### src/rtl/fifo_burst_pkg.sv
// Shared types and constants for the FIFO burst reader.
package fifo_burst_pkg;

  typedef enum logic [1:0] {
    ST_IDLE,
    ST_RUN,
    ST_FLUSH,
    ST_DONE
  } state_t;

  localparam int SKID_DEPTH = 2;
  localparam int OCC_W      = 2;
  localparam int DEF_WIDTH  = 16;
  localparam int DEF_LEN_W  = 16;

endpackage

### src/rtl/stream_skid_buf.sv
// Two-entry valid/ready register buffer. The head entry drives the output
// directly from flops; the second entry absorbs a push while the head stalls.
module stream_skid_buf
  import fifo_burst_pkg::*;
#(
  parameter int W = DEF_WIDTH + 1
) (
  input  logic             clk,
  input  logic             ap_rst_n,
  input  logic             in_valid,
  input  logic [W-1:0]     in_data,
  output logic             in_space,
  output logic             out_valid,
  output logic [W-1:0]     out_data,
  input  logic             out_ready,
  output logic [OCC_W-1:0] occupancy
);

  logic         v1;
  logic [W-1:0] d1;
  logic         pop;

  assign pop       = out_valid && out_ready;
  assign occupancy = OCC_W'(out_valid) + OCC_W'(v1);
  assign in_space  = occupancy < OCC_W'(SKID_DEPTH);

  // Head/second-entry update: pops shift the second entry forward, pushes
  // fill the first free slot.
  always_ff @(posedge clk or negedge ap_rst_n) begin
    if (!ap_rst_n) begin
      out_valid <= 1'b0;
      out_data  <= '0;
      v1        <= 1'b0;
      d1        <= '0;
    end else if (pop) begin
      if (v1) begin
        out_data <= d1;
        if (in_valid) begin
          d1 <= in_data;
        end else begin
          v1 <= 1'b0;
        end
      end else if (in_valid) begin
        out_data <= in_data;
      end else begin
        out_valid <= 1'b0;
      end
    end else if (in_valid) begin
      if (!out_valid) begin
        out_data  <= in_data;
        out_valid <= 1'b1;
      end else begin
        d1 <= in_data;
        v1 <= 1'b1;
      end
    end
  end

endmodule

### src/rtl/fifo_burst_reader.sv
// Burst reader: on a length command, pops exactly that many tokens from a
// show-ahead FIFO and re-emits them on a registered valid/ready stream,
// tagging the final token with last and pulsing done once it has drained.
//
// state | meaning
// IDLE  | cmd_ready high, waiting for a burst command
// RUN   | popping while tokens remain, FIFO non-empty and buffer has room
// FLUSH | all tokens popped, waiting for the last one to leave the buffer
// DONE  | one-cycle done pulse with busy low, then back to IDLE
module fifo_burst_reader
  import fifo_burst_pkg::*;
#(
  parameter int WIDTH = DEF_WIDTH,
  parameter int LEN_W = DEF_LEN_W
) (
  input  logic             clk,
  input  logic             ap_rst_n,
  input  logic             cmd_valid,
  output logic             cmd_ready,
  input  logic [LEN_W-1:0] cmd_len,
  input  logic             fifo_empty_n,
  input  logic [WIDTH-1:0] fifo_dout,
  output logic             fifo_read,
  output logic             m_valid,
  input  logic             m_ready,
  output logic [WIDTH-1:0] m_data,
  output logic             m_last,
  output logic             busy,
  output logic             done
);

  state_t           state;
  logic [LEN_W-1:0] remaining;
  logic             buf_space;
  logic [OCC_W-1:0] buf_occ;
  logic [WIDTH:0]   buf_out;
  logic             cmd_accept;
  logic             pop;
  logic             pop_is_last;
  logic             last_hs;

  assign cmd_accept  = (state == ST_IDLE) && cmd_valid && cmd_ready;
  assign pop         = (state == ST_RUN) && fifo_empty_n && (remaining != '0) && buf_space;
  assign pop_is_last = (remaining == LEN_W'(1));
  assign fifo_read   = pop;
  assign last_hs     = m_valid && m_ready && m_last;
  assign m_last      = buf_out[WIDTH];
  assign m_data      = buf_out[WIDTH-1:0];

  stream_skid_buf #(
    .W(WIDTH + 1)
  ) u_skid (
    .clk       (clk),
    .ap_rst_n  (ap_rst_n),
    .in_valid  (pop),
    .in_data   ({pop_is_last, fifo_dout}),
    .in_space  (buf_space),
    .out_valid (m_valid),
    .out_data  (buf_out),
    .out_ready (m_ready),
    .occupancy (buf_occ)
  );

  // Burst sequencing with registered handshake/status outputs. A zero-length
  // burst passes through FLUSH (buffer already empty) so its done pulse lands
  // two cycles after accept.
  always_ff @(posedge clk or negedge ap_rst_n) begin
    if (!ap_rst_n) begin
      state     <= ST_IDLE;
      remaining <= '0;
      cmd_ready <= 1'b0;
      busy      <= 1'b0;
      done      <= 1'b0;
    end else begin
      done <= 1'b0;
      case (state)
        ST_IDLE: begin
          cmd_ready <= 1'b1;
          if (cmd_accept) begin
            cmd_ready <= 1'b0;
            busy      <= 1'b1;
            remaining <= cmd_len;
            state     <= (cmd_len == '0) ? ST_FLUSH : ST_RUN;
          end
        end
        ST_RUN: begin
          if (pop) begin
            remaining <= remaining - LEN_W'(1);
            if (pop_is_last) begin
              state <= ST_FLUSH;
            end
          end
        end
        ST_FLUSH: begin
          if (last_hs || (buf_occ == '0)) begin
            state <= ST_DONE;
            done  <= 1'b1;
            busy  <= 1'b0;
          end
        end
        ST_DONE: begin
          state     <= ST_IDLE;
          cmd_ready <= 1'b1;
        end
        default: state <= ST_IDLE;
      endcase
    end
  end

endmodule

### config.mk
export PLATFORM = sky130hd
export DESIGN_NAME = fifo_burst_reader
export DESIGN_NICKNAME = d
export VERILOG_FILES = /design/src/rtl/fifo_burst_pkg.sv /design/src/rtl/stream_skid_buf.sv /design/src/rtl/fifo_burst_reader.sv
export SDC_FILE = /design/constraint.sdc
export NUM_CORES = 1
export LEC_CHECK = 0
export CORE_MARGIN = 8
export CORE_UTILIZATION = 52
export CTS_CLUSTER_SIZE = 24
export DETAILED_ROUTE_END_ITERATION = 12
export PLACE_DENSITY = 0.82
export SYNTH_ARGS = -nofsm -noshare
export SYNTH_HDL_FRONTEND = slang
export SYNTH_SLANG_ARGS = --single-unit
### constraint.sdc
create_clock -name clk -period 2.9 [get_ports clk]
set_input_delay 0.435 -clock clk [delete_from_list [all_inputs] [get_ports clk]]
set_output_delay 0.435 -clock clk [all_outputs]
set_load 0.02 [all_outputs]
* Word-level counts from Yosys, hierarchy flattened
Cells that the tools add are included.
Operators by class: magnitude comparators 1, reduce and logical (&&, ||, !) cells 25, add/subtract/negate cells 2, multiplexer cells 34, equal/unequal tests 13
Operators by type and width (count):
- $mux 17 | 9
- $mux 16 | 2
- $pmux 16 s2 | 1
- $eq 16x1->1 const B | 1
- $logic_not 16->1 | 1
- $ne 2x2->1 const B | 8
- $reduce_bool 16->1 | 1
- $sub 16x1->16 const B | 1
- $mux 1 | 14
- $reduce_and 3->1 | 4
- $reduce_bool 2->1 | 6
- $mux 2 | 5
- $pmux 2 s4 | 1
- $reduce_and 4->1 | 2
- $logic_and 1x1->1 | 7
- $eq 2x2->1 const B | 2
- $logic_not 2->1 | 2
- $pmux 1 s2 | 2
- $add 1x1->2 | 1
- $eq 2x1->1 const B | 1
- $lt 2x2->1 const B | 1
- $ne 2x1->1 const B | 1
- $reduce_and 2->1 | 1
- $logic_or 1x1->1 | 1
Storage, ports and cells: logic and storage cells 84, input bits 37, bits in registers 57

* Logic depth before layout (Yosys ltp)
Gate-level depths: netlist (run 1).
word-level depth 7, gate-level depth with buffers 9

* By module
Synthesis (run 1) repeated with hierarchy kept, for this count alone.
Second synthesis, totals: cell total of the unflattened synthesis 317, area, all modules 3146.8 µm²
Modules (own cells, without submodules):
- stream_skid_buf | times used 1, cells an instance 144, sequential area each 900.9 µm², area an instance 1671.6 µm²
- fifo_burst_reader | times used 1, cells an instance 173, sequential area each 525.5 µm², area an instance 1475.2 µm²

* Least setup slack after synthesis (run 1)
OpenSTA, ideal clock, no wires.
path type register to register, start reg remaining[0], end reg u_skid.d1[10], library setup time 0.125 ns, path slack 0.573 ns, arrival time 2.202 ns, data required time 2.775 ns, clock period less this slack 2.327 ns, cell stages (with the launch flop) 10, path buffers 2, cells stage by stage dfrtp_1 > inv_1 > ha_1 > nor3b_2 > and4_1 > buf_6 > or2_4 > nor3_4 > buf_12 > mux2_4
Between the ends: longest elaborated chain between the ends 5
Ends and longest elaborated chain:
- start: declaration | RTL line fifo_burst_reader.sv:33 | logic [LEN_W-1:0] remaining;
- start signal: assignment | RTL line fifo_burst_reader.sv:82 | remaining <= cmd_len;
- start signal: assignment | RTL line fifo_burst_reader.sv:88 | remaining <= remaining - LEN_W'(1);
- $reduce_bool 16->1 (*) | RTL line fifo_burst_reader.sv:43 | assign pop = (state == ST_RUN) && fifo_empty_n && (remaining != '0) && buf_space;
- $logic_and 1x1->1 (*) (2 in series) | RTL line fifo_burst_reader.sv:43
- $ne 2x2->1 (no source line) / $reduce_bool 2->1 (equally long branches)
- $reduce_and 4->1 (no source line) (*)
- end signal: assignment | RTL line stream_skid_buf.sv:39 | d1 <= in_data;
- end signal: assignment | RTL line stream_skid_buf.sv:53 | d1 <= in_data;
- end: declaration | RTL line stream_skid_buf.sv:20 | logic [W-1:0] d1;
Every way passes the cells marked *; elsewhere a longest branch is shown, timed or not. A chain may end at the register's enable or synchronous reset.

* Final worst setup path (run 1)
start reg remaining[0], end out fifo_read
Between the ends: longest elaborated chain between the ends 3
Ends and longest elaborated chain:
- $reduce_bool 16->1 | RTL line fifo_burst_reader.sv:43
- $logic_and 1x1->1 (2 in series) | RTL line fifo_burst_reader.sv:43
- end: declaration | RTL line fifo_burst_reader.sv:23 | output logic fifo_read,
Every way passes these cells.

==> impl_metrics.csv, run 1 <==
group,metric,value,unit
outcome,status,"complete, no violations",
timing,slew-limit-headroom,47.74,%
worst_setup_path,required,2.47,ns
clock_tree,numClockSinks,57,
worst_setup_path,start_kind,"flip-flop",
worst_setup_path,cp_max_fo,7,
placed_design,dp_hpwl,5.277,mm
yosys,async_flop_share,100.0,%
routing,routed-via-count,2478,
clock_tree,clk_latency,0.34,ns
worst_setup_path,crit_type,"reg2out",
die,die_w,93.14,um
yosys,ys_seq_area_share,46.10,%
timing,worstMarginPinSlew,0.7767,ns
power,ir_worst_vdd,548.4,uV
worst_setup_path,reg2reg_setup_slack,0.50,ns
final_layout,diodes,0,
yosys,synth_cells,284,
yosys,yosysWarningCount,0,
die,coreArea,0.005851,sq mm
clock_tree,postCtsHoldBufs,0,
timing,fin_ws,0.4378,ns
die,fp.dieH,93.14,um
clock_tree,ctsResizeCount,0,
worst_setup_path,crit_arrival,2.03,ns
die,start_util,52.89,%
routing,drt_wl_total,7.312,mm
final_layout,design_area,0.003970,sq mm
worst_setup_path,crit_slowest_cell,"dfrtp_1",
grt,antenna_found_initial,0,
clock_tree,path_clk_slew,0.07,ns
timing,whs,0.05024,ns
placed_design,place.port_buffers,58,
clock_tree,post_cts_buffers,0,
worst_setup_path,critPathCaptureType,"output port",
final_layout,final_nets,391,
grt,grt_pass1_wl,12.28,mm
worst_setup_path,cp_slowest_stage_delay,0.44,ns
worst_setup_path,r2r-end,"u_skid.d1[2]",
flow_run,maxCapViolations,0,
timing,final-hold-violation-count,0,
min_path,min_path_type,"in2async",
yosys,ys_top_cells_by_area,"dfrtp_1 46%, mux2_2 15%, mux2_4 4.4%",
timing,fin_skew,0.008968,ns
placed_design,dpl-instance-area,0.003739,sq mm
timing,fmax,0.4061,GHz
routing,drc,0,
yosys,yosysMostFrequentCell,"dfrtp_1",
timing,rsz0062_at_grt,"no",
yosys,synth_edf_count,0,
worst_setup_path,timing.rr.start,"remaining[0]",
clock_tree,clock_path_buffers,2,
worst_setup_path,reg2regPathDepth,8,
yosys,yosys.area.top_type,"dfrtp_1",
final_layout,area_delta_synth_final,28.31,%
yosys,synth_top_flop_cell,"dfrtp_1",
yosys,synth_top_area_share,46.10,%
placed_design,post-place-ws,0.4927,ns
grt,grt_pass1_vias,2474,
die,io_pins,59,
timing,setup_viol,0,
worst_setup_path,path_cells,"inv_1 > ha_1 > nor3b_2 > and4_1 > nor2_1 > dlymetal6s2s_1",
final_layout,drive_above_1_share,23.30,%
timing,post-route-period-util,84.90,%
power,p_per_area,1086,mW/mm^2
yosys,synth-seq-cells,57,
final_layout,post-route-util,67.86,%
die,dieArea,0.008675,sq mm
timing,min_period,2.462,ns
grt,grt_start_max_net_pins,37,
clock_tree,ctsRootBufferMaster,"clkbuf_8",
yosys,ys_types,40,
yosys,netlist_area,0.003094,sq mm
placed_design,place.gp.congestion,0.8595,
yosys,synth_fp_nets,328,
yosys,avgSynthCellArea,10.90,sq um
clock_tree,cts_tree,"done",
routing,wl_per_cell,17.12,um
grt,gr-usage-all-layers,17.95,%
die,row_count,28,
timing,slew_viol_final,0,
clock_tree,cts_buffers,9,
grt,grt-ovfl-total,0,
routing,dr.first_iter.drc_count,132,
yosys,synth.top_cells.by_count,"57 x dfrtp_1, 41 x mux2_2, 22 x a21oi_1",
power,p_leak,1.627,nW
routing,dr.pass1.iters,5,
routing,via_per_inst,5.803,
routing,ant_nets,0,
timing,fin_setup_tns,0,ns
clock_tree,htree_levels,3,
registers in the layout, indices dropped and copies added (netlist names):
register          flops
u_skid.d1            17
busy                  1
u_skid.out_valid      1
u_skid.out_data      17
cmd_ready             1
u_skid.v1             1
remaining            16
done                  1
state                 2
how the worst max path moves through the flow:
stage                  from            end  slack (ns)  cells after the start
2_1_floorplan  remaining[0]  u_skid.d1[10]        0.57                      9
3_3_place_gp   remaining[0]      fifo_read        0.52                      6
3_5_place_dp   remaining[0]      fifo_read        0.49                      6
4_1_cts        remaining[0]      fifo_read        0.07                      6
5_1_grt        remaining[0]      fifo_read        0.34                      6
6_report       remaining[0]      fifo_read        0.44                      6
metal layers:
layer / GRT usage [%] / share of wire [%] / vias up
li1: - / - / 1175
met1: 21.85 / 43 / 1183
met2: 28.70 / 47 / 109
met3: 5.929 / 7.6 / 11
met4: 7.114 / 1.6 / 0
met5: 0 / 0 / -
cell families after synthesis:
| group | count (synthesis) | share of synthesized area, % |
|---|---|---|
| AND/OR/NAND/NOR | 74 | 13.30 |
| AO/OA/AOI/OAI | 69 | 13.43 |
| flip-flops | 57 | 46.10 |
| multiplexers | 53 | 20.26 |
| buffers and inverters | 24 | 4.084 |
| adder cells (fa/ha/maj) | 7 | 2.830 |
stage by stage:
| step | cells | total power, W |
|---|---|---|
| global route | 427 | 0.004600 |
| global placement | 411 | 0.003372 |
| detailed placement | 411 | 0.003460 |
| CTS | 427 | 0.004335 |
| finish | 427 | 0.004312 |
| floorplan | 284 | 0.002783 |
cell type report:
class	instances	area [sq um]
Clock buffer	10	137.6
Fill cell	451	1881
Tap cell	75	93.84
Sequential cell	57	1426
Inverter	9	33.78
Multi-Input combinational cell	203	1541
Timing Repair Buffer	67	645.6
Clock inverter	6	91.34
worst max-delay path: cells and delay by family (launching register included):
kind | cells | cell delay (ns)
flops | 1 | 0.44
buf+inv | 2 | 0.37
simple gates | 3 | 0.63
fa+ha+maj | 1 | 0.23
power breakdown:
| group | total [W] | internal (W) | switching, W | leakage [nW] |
|---|---|---|---|---|
| sequential | 0.00152 | 0.00119 | 0.000332 | 0.676 |
| combinational | 0.00194 | 0.000970 | 0.000969 | 0.846 |
| clock | 0.000855 | 0.000508 | 0.000347 | 0.105 |
placed cells by master (no fill, tap or decap), types with 4 or more instances in the layout:
cell / Yosys / routed
dfrtp_1: 57 / 57
clkdlybuf4s50_1: 0 / 56
mux2_2: 41 / 41
a21oi_1: 22 / 22
o21ai_0: 20 / 20
nand2_1: 19 / 19
nor2_1: 12 / 12
nor3_1: 10 / 10
clkbuf_8: 0 / 10
inv_1: 9 / 9
mux2_4: 9 / 9
buf_4: 0 / 9
a31oi_1: 7 / 7
ha_1: 7 / 7
nand3_1: 6 / 6
nand4_1: 6 / 6
o22a_1: 6 / 6
nor4_1: 4 / 4
o21a_1: 4 / 4
(Power assumes the default switching activity.)
==> run 2, diff against run 1 <==
- CORE_UTILIZATION: 52 -> 47
- PLACE_DENSITY: 0.82 -> 0.78
- clock period: 2.9 -> 2 ns (I/O delays scaled with it)
==> run 2 against run 1 <==
Against the previous run:
- the run now ends with setup timing left
- worst setup slack lost 0.51 ns
- critical path depth up 2
- sequential share of layout area shrank 4.4 points
- global-route usage fell by 0.21 points
- clock skew is 0.0013 ns lower
- clock power grew 42%
- non-clock buffer count up 50
- worst hold slack improved by 0.38 ns
- cell area increased by 14%
- register-to-register slack got worse by 0.58 ns
- die area increased by 8.8%
- largest cell class unchanged
==> impl_metrics.csv, run 2 (same netlist as run 1, synthesis figures left out) <==
group,metric,value,unit
clock_tree,cts_buffers,9,
worst_setup_path,path_cells,"nor4_1 > buf_4 > and4_4 > buf_4 > o21ai_1 > nand2_2 > clkbuf_16 > mux2_2",
timing,rsz0062_at_grt,"yes",
grt,grt_start_max_net_pins,22,
timing,worstMarginPinSlew,0.4444,ns
timing,fmax,0.4816,GHz
worst_setup_path,crit_slowest_cell,"dfrtp_1",
routing,ant_nets,0,
timing,post-route-period-util,103.8,%
final_layout,final_common_cell,"dfrtp_1",
power,p_per_area,1573,mW/mm^2
die,start_util,48.73,%
final_layout,drive_above_1_share,36.32,%
grt,grt-ovfl-total,0,
worst_setup_path,path_delay_family,"simple AND/OR/NAND/NOR gates",
placed_design,dpl-instance-area,0.004080,sq mm
clock_tree,htree_levels,3,
die,dieArea,0.009436,sq mm
timing,setup_viol,35,
timing,fin_skew,0.007677,ns
clock_tree,cts_tree,"done",
worst_setup_path,cp_common_cell,"buf_4",
die,die_w,97.14,um
grt,grt_pass1_vias,2842,
final_layout,mostFrequentLayoutCells,"57 x dfrtp_1, 56 x clkdlybuf4s50_1, 51 x buf_4, 34 x mux2_2, 22 x a21oi_1",
timing,slew_viol_final,0,
outcome,violations,"setup timing",
worst_setup_path,cp_num_buf_inv,3,
worst_setup_path,start_kind,"flip-flop",
clock_tree,path_clk_slew,0.08,ns
clock_tree,clock_path_buffers,2,
timing,min_period,2.077,ns
worst_setup_path,critPathCaptureType,"flip-flop",
routing,dr.first_iter.drc_count,124,
die,coreArea,0.006350,sq mm
die,io_pins,59,
final_layout,final_nets,441,
power,ir_worst_vdd,1006,uV
timing,fin_setup_tns,-1.628,ns
placed_design,place.gp.congestion,0.9362,
final_layout,diodes,0,
grt,grt_pass1_wl,13.86,mm
final_layout,largestRegisters,"u_skid.d1 x17, u_skid.out_data x17, remaining x16",
die,row_count,29,
final_layout,post-route-util,71.29,%
worst_setup_path,crit_type,"reg2reg",
placed_design,place.port_buffers,58,
power,p_leak,1.924,nW
grt,antenna_found_initial,0,
placed_design,post-place-cells,449,
outcome,status,"finished, violations left",
grt,gr-usage-all-layers,17.74,%
routing,drt_wl_total,8.509,mm
die,fp.dieH,97.14,um
clock_tree,ctsRootBufferMaster,"clkbuf_8",
routing,dr.pass1.iters,5,
routing,routed-via-count,2672,
worst_setup_path,cp_max_fo,8,
worst_setup_path,crit_arrival,2.30,ns
final_layout,final_cells,479,
placed_design,dp_hpwl,5.753,mm
timing,final-hold-violation-count,0,
flow_run,maxCapViolations,0,
routing,wl_per_cell,17.76,um
timing,fin_ws,-0.07662,ns
clock_tree,clk_latency,0.35,ns
min_path,min_path_type,"in2async",
routing,drc,0,
final_layout,design_area,0.004527,sq mm
final_layout,area_delta_synth_final,46.30,%
routing,via_per_inst,5.578,
worst_setup_path,cp_slowest_stage_delay,0.39,ns
clock_tree,numClockSinks,57,
worst_setup_path,required,2.23,ns
timing,slew-limit-headroom,70.37,%
==> run 2: cell types whose count changed in the layout (fill, tap and decap cells not counted), moves of 3 or more <==
cell	change
buf_4	+42
ha_1	-3
mux2_4	+7
o21ai_1	+3
mux2_2	-7
buf_12	+6
o21ai_0	-3
==> run 2: layer usage <==
metal	global-route usage (%)	share of wire, %
met1	20.57	44
met2	30.47	50
met3	4.552	4.4
met4	6.864	1.7
met5	0	0
==> run 2: cell type report <==
type	instances	area (sq um)
clock buffer	9	123.9
clock inverter	7	93.84
fill	447	1823
inverter	9	33.78
multi-input combinational	203	1644
sequential	57	1426
tap	77	96.34
timing repair buffer	117	1109
==> run 2: worst register-to-register path: stages (launching register included) <==
cell and delay [ns]:
dfrtp_1 0.39, nor4_1 0.28, buf_4 0.18, and4_4 0.25, buf_4 0.13, o21ai_1 0.08
nand2_2 0.15, clkbuf_16 0.18, mux2_2 0.33
==> run 2: through the flow <==
stage	hold slack (ns)	total power, W	worst slack [ns]
CTS	0.4471	0.006912	-0.05848
floorplan	0.004409	0.004069	-0.3176
global placement	0.2654	0.005436	-0.05744
detailed placement	0.2737	0.005575	-0.1140
global route	0.4725	0.007545	-0.1463
finish	0.4283	0.007122	-0.07662
==> run 2: worst paths after layout <==
path,from,endpoint,slack [ns],depth (start not counted)
worst max register to register,remaining[11],u_skid.out_data[3],-0.08,8
worst min-delay path,ap_rst_n,u_skid.d1[8],0.43,2
worst max-delay path,remaining[11],u_skid.out_data[3],-0.08,8
min in group clk,u_skid.out_data[9],u_skid.out_data[9],0.51,1
max in group asynchronous,ap_rst_n,u_skid.out_data[3],0.95,3
worst min register to register,u_skid.out_data[9],u_skid.out_data[9],0.51,1
==> run 2: report_power, final <==
part | switching [W] | total, W | internal, W
clock | 0.000513 | 0.00121 | 0.000700
sequential | 0.000392 | 0.00211 | 0.00172
combinational | 0.00177 | 0.00380 | 0.00203
total | 0.00267 | 0.00712 | 0.00445
==> run 2: timing repair <==
action / CTS / global route
hold buffers: 1 / 0
gates resized for setup: 15 / 18
endpoints found under the setup margin: 19 / 45
cloned: 0 / 1
endpoints found under the hold margin: 18 / 0
pin swaps: 2 / 1
buffers inserted: 9 / 3
